===== src/rtl/coeff_token_pkg.sv =====
// coeff_token_pkg: shared types and constants for the CAVLC coeff_token encoder.
// Optional build macro used elsewhere: COEFF_TOKEN_CHECK_EN.
package coeff_token_pkg;

    localparam int MAX_LEN       = 16;
    localparam int LEN_W         = 5;
    localparam int NC_FLC_THRESH = 8;

    localparam logic [5:0] FLC_ZERO_CODE = 6'b000011;

    typedef enum logic [1:0] {
        IDLE,
        LOOKUP,
        SHIFT
    } state_t;

    typedef struct packed {
        logic [MAX_LEN-1:0] code;
        logic [LEN_W-1:0]   len;
    } code_t;

    // Build a left-aligned code entry from a right-aligned value and its length.
    function automatic code_t mk_code(input int l, input int v);
        code_t c;
        c.len  = LEN_W'(l);
        c.code = MAX_LEN'(v) << (MAX_LEN - l);
        return c;
    endfunction

endpackage


===== src/rtl/coeff_token_if.sv =====
// coeff_token_if: token input and 1-bit serial output handshakes.
// Error is present only when COEFF_TOKEN_CHECK_EN is defined.
interface coeff_token_if;
    import coeff_token_pkg::*;

    logic             InValid;
    logic             InReady;
    logic [4:0]       TotalCoeff;
    logic [1:0]       TrailingOnes;
    logic [4:0]       nC;
    logic             OutValid;
    logic             OutReady;
    logic             OutBit;
    logic             OutLast;
    logic [LEN_W-1:0] CodeLen;

`ifdef COEFF_TOKEN_CHECK_EN
    logic             Error;

    modport master (
        output InValid, TotalCoeff, TrailingOnes, nC, OutReady,
        input  InReady, OutValid, OutBit, OutLast, CodeLen, Error
    );

    modport slave (
        input  InValid, TotalCoeff, TrailingOnes, nC, OutReady,
        output InReady, OutValid, OutBit, OutLast, CodeLen, Error
    );
`else
    modport master (
        output InValid, TotalCoeff, TrailingOnes, nC, OutReady,
        input  InReady, OutValid, OutBit, OutLast, CodeLen
    );

    modport slave (
        input  InValid, TotalCoeff, TrailingOnes, nC, OutReady,
        output InReady, OutValid, OutBit, OutLast, CodeLen
    );
`endif

endinterface


===== src/rtl/coeff_token_enc_lut02.sv =====
// coeff_token_enc_lut02: coeff_token codes for the 0 <= nC < 2 context.
// Combinational; codes are left-aligned in a MAX_LEN field.
module coeff_token_enc_lut02
    import coeff_token_pkg::*;
(
    input  logic [4:0] tc,
    input  logic [1:0] t1,
    output code_t      ent
);

    // Map (TrailingOnes, TotalCoeff) to its variable-length codeword.
    always_comb begin
        ent = '0;
        case ({t1, tc})
            {2'd0, 5'd0}:  ent = mk_code(1,  'b1);
            {2'd0, 5'd1}:  ent = mk_code(6,  'b000101);
            {2'd1, 5'd1}:  ent = mk_code(2,  'b01);
            {2'd0, 5'd2}:  ent = mk_code(8,  'b00000111);
            {2'd1, 5'd2}:  ent = mk_code(6,  'b000100);
            {2'd2, 5'd2}:  ent = mk_code(3,  'b001);
            {2'd0, 5'd3}:  ent = mk_code(9,  'b000000111);
            {2'd1, 5'd3}:  ent = mk_code(8,  'b00000110);
            {2'd2, 5'd3}:  ent = mk_code(7,  'b0000101);
            {2'd3, 5'd3}:  ent = mk_code(5,  'b00011);
            {2'd0, 5'd4}:  ent = mk_code(10, 'b0000000111);
            {2'd1, 5'd4}:  ent = mk_code(9,  'b000000110);
            {2'd2, 5'd4}:  ent = mk_code(8,  'b00000101);
            {2'd3, 5'd4}:  ent = mk_code(6,  'b000011);
            {2'd0, 5'd5}:  ent = mk_code(11, 'b00000000111);
            {2'd1, 5'd5}:  ent = mk_code(10, 'b0000000110);
            {2'd2, 5'd5}:  ent = mk_code(9,  'b000000101);
            {2'd3, 5'd5}:  ent = mk_code(7,  'b0000100);
            {2'd0, 5'd6}:  ent = mk_code(13, 'b0000000001111);
            {2'd1, 5'd6}:  ent = mk_code(11, 'b00000000110);
            {2'd2, 5'd6}:  ent = mk_code(10, 'b0000000101);
            {2'd3, 5'd6}:  ent = mk_code(8,  'b00000100);
            {2'd0, 5'd7}:  ent = mk_code(13, 'b0000000001011);
            {2'd1, 5'd7}:  ent = mk_code(13, 'b0000000001110);
            {2'd2, 5'd7}:  ent = mk_code(11, 'b00000000101);
            {2'd3, 5'd7}:  ent = mk_code(9,  'b000000100);
            {2'd0, 5'd8}:  ent = mk_code(13, 'b0000000001000);
            {2'd1, 5'd8}:  ent = mk_code(13, 'b0000000001010);
            {2'd2, 5'd8}:  ent = mk_code(13, 'b0000000001101);
            {2'd3, 5'd8}:  ent = mk_code(10, 'b0000000100);
            {2'd0, 5'd9}:  ent = mk_code(14, 'b00000000001111);
            {2'd1, 5'd9}:  ent = mk_code(14, 'b00000000001110);
            {2'd2, 5'd9}:  ent = mk_code(13, 'b0000000001001);
            {2'd3, 5'd9}:  ent = mk_code(11, 'b00000000100);
            {2'd0, 5'd10}: ent = mk_code(14, 'b00000000001011);
            {2'd1, 5'd10}: ent = mk_code(14, 'b00000000001010);
            {2'd2, 5'd10}: ent = mk_code(14, 'b00000000001101);
            {2'd3, 5'd10}: ent = mk_code(13, 'b0000000001100);
            {2'd0, 5'd11}: ent = mk_code(15, 'b000000000001111);
            {2'd1, 5'd11}: ent = mk_code(15, 'b000000000001110);
            {2'd2, 5'd11}: ent = mk_code(14, 'b00000000001001);
            {2'd3, 5'd11}: ent = mk_code(14, 'b00000000001100);
            {2'd0, 5'd12}: ent = mk_code(15, 'b000000000001011);
            {2'd1, 5'd12}: ent = mk_code(15, 'b000000000001010);
            {2'd2, 5'd12}: ent = mk_code(15, 'b000000000001101);
            {2'd3, 5'd12}: ent = mk_code(14, 'b00000000001000);
            {2'd0, 5'd13}: ent = mk_code(16, 'b0000000000001111);
            {2'd1, 5'd13}: ent = mk_code(15, 'b000000000000001);
            {2'd2, 5'd13}: ent = mk_code(15, 'b000000000001001);
            {2'd3, 5'd13}: ent = mk_code(15, 'b000000000001100);
            {2'd0, 5'd14}: ent = mk_code(16, 'b0000000000001011);
            {2'd1, 5'd14}: ent = mk_code(16, 'b0000000000001110);
            {2'd2, 5'd14}: ent = mk_code(16, 'b0000000000001101);
            {2'd3, 5'd14}: ent = mk_code(15, 'b000000000001000);
            {2'd0, 5'd15}: ent = mk_code(16, 'b0000000000000111);
            {2'd1, 5'd15}: ent = mk_code(16, 'b0000000000001010);
            {2'd2, 5'd15}: ent = mk_code(16, 'b0000000000001001);
            {2'd3, 5'd15}: ent = mk_code(16, 'b0000000000001100);
            {2'd0, 5'd16}: ent = mk_code(16, 'b0000000000000100);
            {2'd1, 5'd16}: ent = mk_code(16, 'b0000000000000110);
            {2'd2, 5'd16}: ent = mk_code(16, 'b0000000000000101);
            {2'd3, 5'd16}: ent = mk_code(16, 'b0000000000001000);
            default:       ent = '0;
        endcase
    end

endmodule


===== src/rtl/coeff_token_encoder.sv =====
// coeff_token_encoder: looks up a coeff_token codeword and shifts it out MSB first.
// COEFF_TOKEN_CHECK_EN adds an Error pulse and drops illegal tokens silently.
module coeff_token_encoder
    import coeff_token_pkg::*;
(
    input  logic          Clk,
    input  logic          nReset,
    coeff_token_if.slave  bus
);

    localparam logic [4:0] NC_LUT_MAX = 5'd1;
    localparam logic [4:0] NC_FLC     = 5'(NC_FLC_THRESH);
    localparam logic [4:0] TC_MAX     = 5'd16;

    state_t             state;
    logic [4:0]         tc_q;
    logic [4:0]         nc_q;
    logic [1:0]         t1_q;
    logic [MAX_LEN-1:0] code_q;
    logic [LEN_W-1:0]   cnt_q;
    logic [LEN_W-1:0]   len_q;
    logic               in_ready_q;
    logic               out_valid_q;

    code_t              lut;
    code_t              sel;
    logic [4:0]         tc_m1;
    logic [1:0]         t1_max;
    logic [5:0]         flc6;
    logic               illegal;

    coeff_token_enc_lut02 u_lut (
        .tc  (tc_q),
        .t1  (t1_q),
        .ent (lut)
    );

    // Classify the held token and choose the VLC table, the FLC code or the one-bit filler.
    always_comb begin
        tc_m1   = tc_q - 5'd1;
        t1_max  = (tc_q > 5'd3) ? 2'd3 : tc_q[1:0];
        illegal = (tc_q > TC_MAX) || (t1_q > t1_max) ||
                  ((nc_q > NC_LUT_MAX) && (nc_q < NC_FLC));
        flc6    = (tc_q == 5'd0) ? FLC_ZERO_CODE : {tc_m1[3:0], t1_q};
        sel     = lut;
        if (illegal) begin
            sel = mk_code(1, 0);
        end else if (nc_q >= NC_FLC) begin
            sel.code = {flc6, {(MAX_LEN-6){1'b0}}};
            sel.len  = LEN_W'(6);
        end
    end

    assign bus.InReady  = in_ready_q;
    assign bus.OutValid = out_valid_q;
    assign bus.OutBit   = code_q[MAX_LEN-1];
    assign bus.OutLast  = out_valid_q && (cnt_q == LEN_W'(1));
    assign bus.CodeLen  = len_q;

`ifdef COEFF_TOKEN_CHECK_EN
    logic err_q;
    assign bus.Error = err_q;
`endif

    // Token FSM: capture, look up, then shift one bit per output handshake.
    always_ff @(posedge Clk or negedge nReset) begin
        if (!nReset) begin
            state       <= IDLE;
            tc_q        <= '0;
            nc_q        <= '0;
            t1_q        <= '0;
            code_q      <= '0;
            cnt_q       <= '0;
            len_q       <= '0;
            in_ready_q  <= 1'b1;
            out_valid_q <= 1'b0;
`ifdef COEFF_TOKEN_CHECK_EN
            err_q       <= 1'b0;
`endif
        end else begin
`ifdef COEFF_TOKEN_CHECK_EN
            err_q <= 1'b0;
`endif
            unique case (state)
                IDLE: begin
                    if (bus.InValid) begin
                        tc_q       <= bus.TotalCoeff;
                        t1_q       <= bus.TrailingOnes;
                        nc_q       <= bus.nC;
                        in_ready_q <= 1'b0;
                        state      <= LOOKUP;
                    end
                end
                LOOKUP: begin
`ifdef COEFF_TOKEN_CHECK_EN
                    if (illegal) begin
                        err_q      <= 1'b1;
                        in_ready_q <= 1'b1;
                        state      <= IDLE;
                    end else begin
                        code_q      <= sel.code;
                        cnt_q       <= sel.len;
                        len_q       <= sel.len;
                        out_valid_q <= 1'b1;
                        state       <= SHIFT;
                    end
`else
                    code_q      <= sel.code;
                    cnt_q       <= sel.len;
                    len_q       <= sel.len;
                    out_valid_q <= 1'b1;
                    state       <= SHIFT;
`endif
                end
                SHIFT: begin
                    if (bus.OutReady) begin
                        code_q <= code_q << 1;
                        cnt_q  <= cnt_q - LEN_W'(1);
                        if (cnt_q == LEN_W'(1)) begin
                            out_valid_q <= 1'b0;
                            in_ready_q  <= 1'b1;
                            state       <= IDLE;
                        end
                    end
                end
                default: begin
                    state <= IDLE;
                end
            endcase
        end
    end

endmodule


===== src/flat_wrapper.sv =====
// flat-port wrapper written by rule: the top's interface ports become plain ports
module coeff_token_encoder_flat import coeff_token_pkg::*;
  (Clk, nReset, bus_InValid, bus_TotalCoeff, bus_TrailingOnes, bus_nC, bus_OutReady, bus_InReady, bus_OutValid, bus_OutBit, bus_OutLast, bus_CodeLen);
  coeff_token_if bus_i ();
  input  logic Clk;
  input  logic nReset;
  input wire logic [$bits(bus_i.InValid)-1:0] bus_InValid;
  input wire logic [$bits(bus_i.TotalCoeff)-1:0] bus_TotalCoeff;
  input wire logic [$bits(bus_i.TrailingOnes)-1:0] bus_TrailingOnes;
  input wire logic [$bits(bus_i.nC)-1:0] bus_nC;
  input wire logic [$bits(bus_i.OutReady)-1:0] bus_OutReady;
  output wire logic [$bits(bus_i.InReady)-1:0] bus_InReady;
  output wire logic [$bits(bus_i.OutValid)-1:0] bus_OutValid;
  output wire logic [$bits(bus_i.OutBit)-1:0] bus_OutBit;
  output wire logic [$bits(bus_i.OutLast)-1:0] bus_OutLast;
  output wire logic [$bits(bus_i.CodeLen)-1:0] bus_CodeLen;
  assign bus_i.InValid = bus_InValid;
  assign bus_i.TotalCoeff = bus_TotalCoeff;
  assign bus_i.TrailingOnes = bus_TrailingOnes;
  assign bus_i.nC = bus_nC;
  assign bus_i.OutReady = bus_OutReady;
  assign bus_InReady = bus_i.InReady;
  assign bus_OutValid = bus_i.OutValid;
  assign bus_OutBit = bus_i.OutBit;
  assign bus_OutLast = bus_i.OutLast;
  assign bus_CodeLen = bus_i.CodeLen;
  coeff_token_encoder u_core (.Clk(Clk), .nReset(nReset), .bus(bus_i));
endmodule

===== config.mk =====
export PLATFORM = sky130hd
export DESIGN_NAME = coeff_token_encoder_flat
export DESIGN_NICKNAME = d
export VERILOG_FILES = /design/src/rtl/coeff_token_pkg.sv /design/src/rtl/coeff_token_if.sv /design/src/rtl/coeff_token_enc_lut02.sv /design/src/rtl/coeff_token_encoder.sv /design/src/flat_wrapper.sv
export SDC_FILE = /design/constraint.sdc
export NUM_CORES = 1
export LEC_CHECK = 0
export CORE_ASPECT_RATIO = 1.25
export CORE_MARGIN = 2
export CORE_UTILIZATION = 47
export DETAILED_ROUTE_END_ITERATION = 10
export PLACE_DENSITY = 0.7
export SLEW_MARGIN = 20
export SYNTH_ARGS = -nofsm -noshare
export SYNTH_HDL_FRONTEND = slang
export SYNTH_SLANG_ARGS = --single-unit

===== constraint.sdc =====
create_clock -name Clk -period 6.3 [get_ports Clk]
set_input_delay 0.945 -clock Clk [delete_from_list [all_inputs] [get_ports Clk]]
set_output_delay 0.945 -clock Clk [all_outputs]
set_load 0.01 [all_outputs]

; Word-level counts from Yosys, hierarchy flattened
; Memories as Yosys holds them, arrays and structs flattened.
; Index checks and enable logic that the tools add are counted.
[word_totals]
reg_bits = 42
mem_count = 1
output_inout_bits = 9
word_cells = 56
in_bits = 16
rom_bits = 2688
[op_classes]
n_lt_le_gt_ge = 6
n_addsub = 2
n_reduce_logical = 13
n_eq_ne = 6
mux = 19
[memory_table]
columns = name, words, word_bits, rd, rd_clocked_by_memory_dff, wr, line_no
row1 = (no name shown), 128, 21, 1, 0, 0, coeff_token_enc_lut02.sv:14  ; case ({t1, tc})
[ops]
columns = operator, count
row1 = $mux 21, 2
row2 = $pmux 16 s2, 1
row3 = $mux 16, 1
row4 = $pmux 5 s2, 1
row5 = $mux 2, 4
row6 = $mux 6, 1
row7 = $pmux 2 s3, 1
row8 = $reduce_and 3->1, 2
row9 = $eq 5x1->1 const B, 1
row10 = $ge 5x4->1 const B, 1
row11 = $gt 5x1->1 const B, 1
row12 = $gt 5x2->1 const B, 1
row13 = $gt 5x5->1 const B, 1
row14 = $logic_not 5->1, 1
row15 = $lt 5x4->1 const B, 1
row16 = $mux 1, 5
row17 = $mux 5, 1
row18 = $sub 5x1->5 const B, 1
row19 = $ne 2x2->1 const B, 2
row20 = $pmux 1 s2, 2
row21 = $reduce_and 2->1, 2
row22 = $reduce_and 4->1, 1
row23 = $reduce_bool 2->1, 2
row24 = $sub 4x1->4 const B, 1
row25 = 7 further kinds, 9

; Longest topological paths before layout
[depth]
depth_word = 7
depth_mapped = 11
ltp_nobuf = 9

; Modules after synthesis
; From an unflattened synthesis, not the netlist that was laid out.
[hier_totals]
hier_cells = 437
hier_area_um2 = 3495.9
[by_module_without_submodules]
columns = module, seq_area_each_um2, n_inst, area_per_inst_um2, cells_each
row1 = coeff_token_encoder, 1027.2, 1, 2209.6, 231
row2 = coeff_token_enc_lut02, 0.0, 1, 1286.2, 206

; Worst setup path before layout
; No wires, ideal clock.
[synth_path]
path_kind = reg2reg
start = reg u_core.tc_q[2]
end = reg u_core.cnt_q[3]
setup_ns = 0.069
arrival_ns = 2.873
stages_incl_launch_ff = 11
slack_ns = 3.359
n_path_buf = 2
period_less_slack_ns = 2.941
required_time_ns = 6.231
cell_sequence = dfrtp_1 buf_6 clkbuf_1 or3_1 a311oi_1 ha_1 nor2b_1 a2bb2oi_1 or4_1 a311o_1 nand3_1
[synth_between]
elab_chain_cells = 7
word_cells_on_any_way = 10
classes_between = order compare (3) / mux (4) / reduce/logical (2) / memory (1)
[synth_rtl]
columns = element, line_no
row1 = start: declaration, coeff_token_encoder.sv:16  ; logic [4:0] tc_q;
row2 = start signal: assignment, coeff_token_encoder.sv:87  ; tc_q <= bus.TotalCoeff;
row3 = $gt 5x2->1, coeff_token_encoder.sv:41  ; t1_max = (tc_q > 5'd3) ? 2'd3 : tc_q[1:0];
row4 = $mux 2, coeff_token_encoder.sv:41
row5 = $gt 2x2->1, coeff_token_encoder.sv:42  ; illegal = (tc_q > TC_MAX) || (t1_q > t1_max) ||
row6 = $logic_or 1x1->1 (2 in a row), coeff_token_encoder.sv:42
row7 = $mux 21 (*), coeff_token_encoder.sv:46  ; if (illegal) begin
row8 = $pmux 5 s2 (*), coeff_token_encoder.sv:84  ; unique case (state)
row9 = end signal: assignment, coeff_token_encoder.sv:109  ; cnt_q <= sel.len;
row10 = end signal: assignment, coeff_token_encoder.sv:118  ; cnt_q <= cnt_q - LEN_W'(1);
row11 = end: declaration, coeff_token_encoder.sv:20  ; logic [LEN_W-1:0] cnt_q;
; Every way passes the cells marked *; elsewhere a longest branch is shown, timed or not.
; A chain may end at the register's enable or synchronous reset.

; Final worst setup path
[layout_path]
start = reg u_core.tc_q[1]
end = reg u_core.cnt_q[3]
; The elaborated chain is that of the path after synthesis.

==> impl_results.md <==
- Hold buffers post-CTS: 0
- Setup TNS: 0 ns
- Die height: 98.65 um
- Synthesized instance count: 409
- Hold slack final: 0.4878 ns
- Cells after DPL: 494
- Seq pwr share: roughly a quarter
- Fmax: 278.5 MHz
- Synth Warn #: 0
- Lkg Pwr: 1.473 nW
- Clock net sink count: 41
- Initial detailed-routing violation count: approximately 330
- Final Hold Viols: 0
- Nets: 446
- Sequential fraction of the synthesis area: 30.50%
- Mapped cell area: 3368 um^2
- Area Growth Syn to Fin: 9.584%
- Clock Skew: 0.008317 ns
- Fin crit period: 3.590 ns
- RSZ-0062 raised after global routing: false
- Wire per inst: 18.81 um
- P_sw: 1.028 mW
- Largest cells by area after synthesis: dfrtp_1 (30%), ha_1 (7.1%), nand2_1 (6.0%)
- Flops & latches, synth: 41
- Initial Utilization: 48.57%
- Overall power: 2.040 mW
- Status: finished clean
- Post-CTS resize count: 0
- Most common cell after layout, fill and taps aside: nand2_1
- Die area: 7863 um^2
- Final wirelength: 9445 um
- Number of synthesized flops with an enable pin: 0
- Final setup viols: 0
- Number of routed nets with antenna violations: 0
- Remaining DRCs: 0
- Max clock buf depth: 2
- Initial antenna violation count: 0
- Fraction of layout cells with a size suffix above 1: 8.252%
- Sw frac: 50.38%
- Worst slew margin: approximately two fifths
- Max Cap Violations: 0
- Routability congestion estimate: between 0.9 and 1
- Pwr per Cell Area: 552.8 nW/um^2
- Internal: 1.012 mW
- Dpl hpwl: approximately 6700 um
- Synth cell types: 71
- Vias per std cell: 6.416
- Drt pass-1 iters: 5
- Tcrit/Tclk final: 56.98%
- Setup bufs post-CTS: 0
- Non-filler instance count after layout: approximately 500
- Hold Crit Class: reg -> reg
- WS Path Type: reg -> reg
- Gr ovfl total: 0
- Combinational power share: 63.0%
- Avg Synthesized Cell Area: approximately 8 um^2
- Max FO, Critical Path: 17
- Core area: 6934 um^2
- Synth Flop Type: dfrtp_1
- Row Count: 34
- Largest net degree at the start of global routing: 46
- TritonCTS clock tree: yes
- Critical Path End Type: flop
- Worst R2R Path Depth: 9
- Clock slew at reported path FFs: about 0.08 ns
- Die width: ~80 um
- Worst-Margin Slew: between 0.9 and 1 ns
- Arrival time at the worst endpoint: 3.83 ns
- Maximum VDD drop: 0.2836 mV
- Ant diodes: 0
- CTS Buf Count: 5
- Yosys top cell by area: dfrtp_1
- Port Buffers: 23
- Final WS setup: between 2 and 3 ns
- H-tree Lvls: 2
- Insertion delay to the later sink of the worst-skew pair: 0.30 ns
- Post-Syn Nets: ~440
- Clk root buf: clkbuf_8
- Async SR Flop Fraction: 100.0%
- Top Ports: 25
- Slew Viols, Final: 0
- Clock share of power: 11.0%
- Total GRT Usage: 25.14%
- Via count: 3221
- Pre-CTS setup slack: 2.764 ns
- Hold Path Depth: 2
- Commonest cells after routing, fill and taps aside: nand2_1 (54), dfrtp_1 (40), o21ai_0 (36), nor2_1 (24), clkdlybuf4s50_1 (22)
- Yosys top cell area share: 29.72%
- Vias in the first global route: 3067
- CP Data Required Time: 6.54 ns
- Startpoint type of the worst setup path: flop
- First-pass GRT wire length: around 16000 um
-- registers in the layout (all words and copies together) (netlist names) --
name	cells
u_core.bus.CodeLen	5
u_core.bus.InReady	1
u_core.bus.OutValid	1
u_core.cnt_q	5
u_core.code_q	16
u_core.nc_q	4
u_core.state	2
u_core.t1_q	2
u_core.tc_q	5
-- cell families (layout without fill, tap and decap cells) --
logic type / after synthesis / count (layout) / share of synthesized area [%]
and+or+nand+nor: 159 / 159 / 24.63
AOI/OAI and AO/OA: 127 / 127 / 25.63
buffers and inverters: 48 / 51 / 6.761
DFF: 41 / 41 / 30.50
adders and majority gates: 19 / 19 / 7.058
muxes: 14 / 14 / 5.164
xor gates and xnor gates: 1 / 1 / 0.2601
-- power by group through the flow --
stage | logic (mW) | clock network, mW | registers (mW)
6_report | 1.29 | 0.224 | 0.530
5_1_grt | 1.41 | 0.239 | 0.550
4_1_cts | 1.26 | 0.229 | 0.526
3_5_place_dp | 1.25 | 0 | 0.531
3_3_place_gp | 1.24 | 0 | 0.527
2_1_floorplan | 0.997 | 0 | 0.469
-- cell type report --
cell class / instances / area (um^2)
fillers: 653 / 3243
multi-input cells: 320 / 2116
repair buffers: 27 / 255.2
well taps: 90 / 112.6
inverters: 16 / 60.06
flip-flops and latches: 41 / 1027
clock buffers: 6 / 82.58
clock inverters: 2 / 37.54
-- critical path: stages (launching register included) --
cell       delay [ns]
dfrtp_1          0.75
ha_1             0.49
inv_1            0.11
a311oi_1         0.38
ha_1             0.31
nor2b_1          0.13
a2bb2oi_1        0.18
or4_1            0.65
a311o_1          0.42
nand3_1          0.10
-- Yosys cell counts (all sizes together), types with 6 or more instances --
master and count:
buf 15, nand3 13, mux2 7, inv 15
clkbuf 17, dfrtp 40, nand2b 7, nand2 54
nor2b 10, a21oi 21, nor3 12, o21ai 36
a31oi 7, nor2 26, o211ai 6, ha 19
-- worst paths after layout --
path / start / endpoint / slack (ns)
setup reg to reg: u_core.tc_q[1]$_DFFE_PN0P_ / u_core.cnt_q[3]$_DFFE_PN0P_ / 2.71
setup / recovery: u_core.tc_q[1]$_DFFE_PN0P_ / u_core.cnt_q[3]$_DFFE_PN0P_ / 2.71
hold / removal: u_core.code_q[0]$_DFFE_PN0P_ / u_core.code_q[0]$_DFFE_PN0P_ / 0.49
hold reg to reg: u_core.code_q[0]$_DFFE_PN0P_ / u_core.code_q[0]$_DFFE_PN0P_ / 0.49
min in group asynchronous: nReset / u_core.code_q[5]$_DFFE_PN0P_ / 0.77
max in group asynchronous: nReset / u_core.code_q[11]$_DFFE_PN0P_ / 4.96
-- stage by stage --
step | instance area, um^2 | util (%)
final | 3691 | 53.23
after global routing | 3691 | 53.23
after CTS | 3689 | 53.19
after detailed placement | 3568 | 51.46
after global placement | 3568 | 51.46
after floorplan | 3368 | -
-- routing by layer --
metal  up-vias  global-route usage (%)  part of all wire (%)
li1       1521                       -                     -
met1      1529                   32.34                    42
met2       139                   40.79                    47
met3        32                   3.297                   6.3
met4         0                   13.26                   4.2
met5         -                       0                     0
No activity file was read; power rests on OpenSTA's default activity.
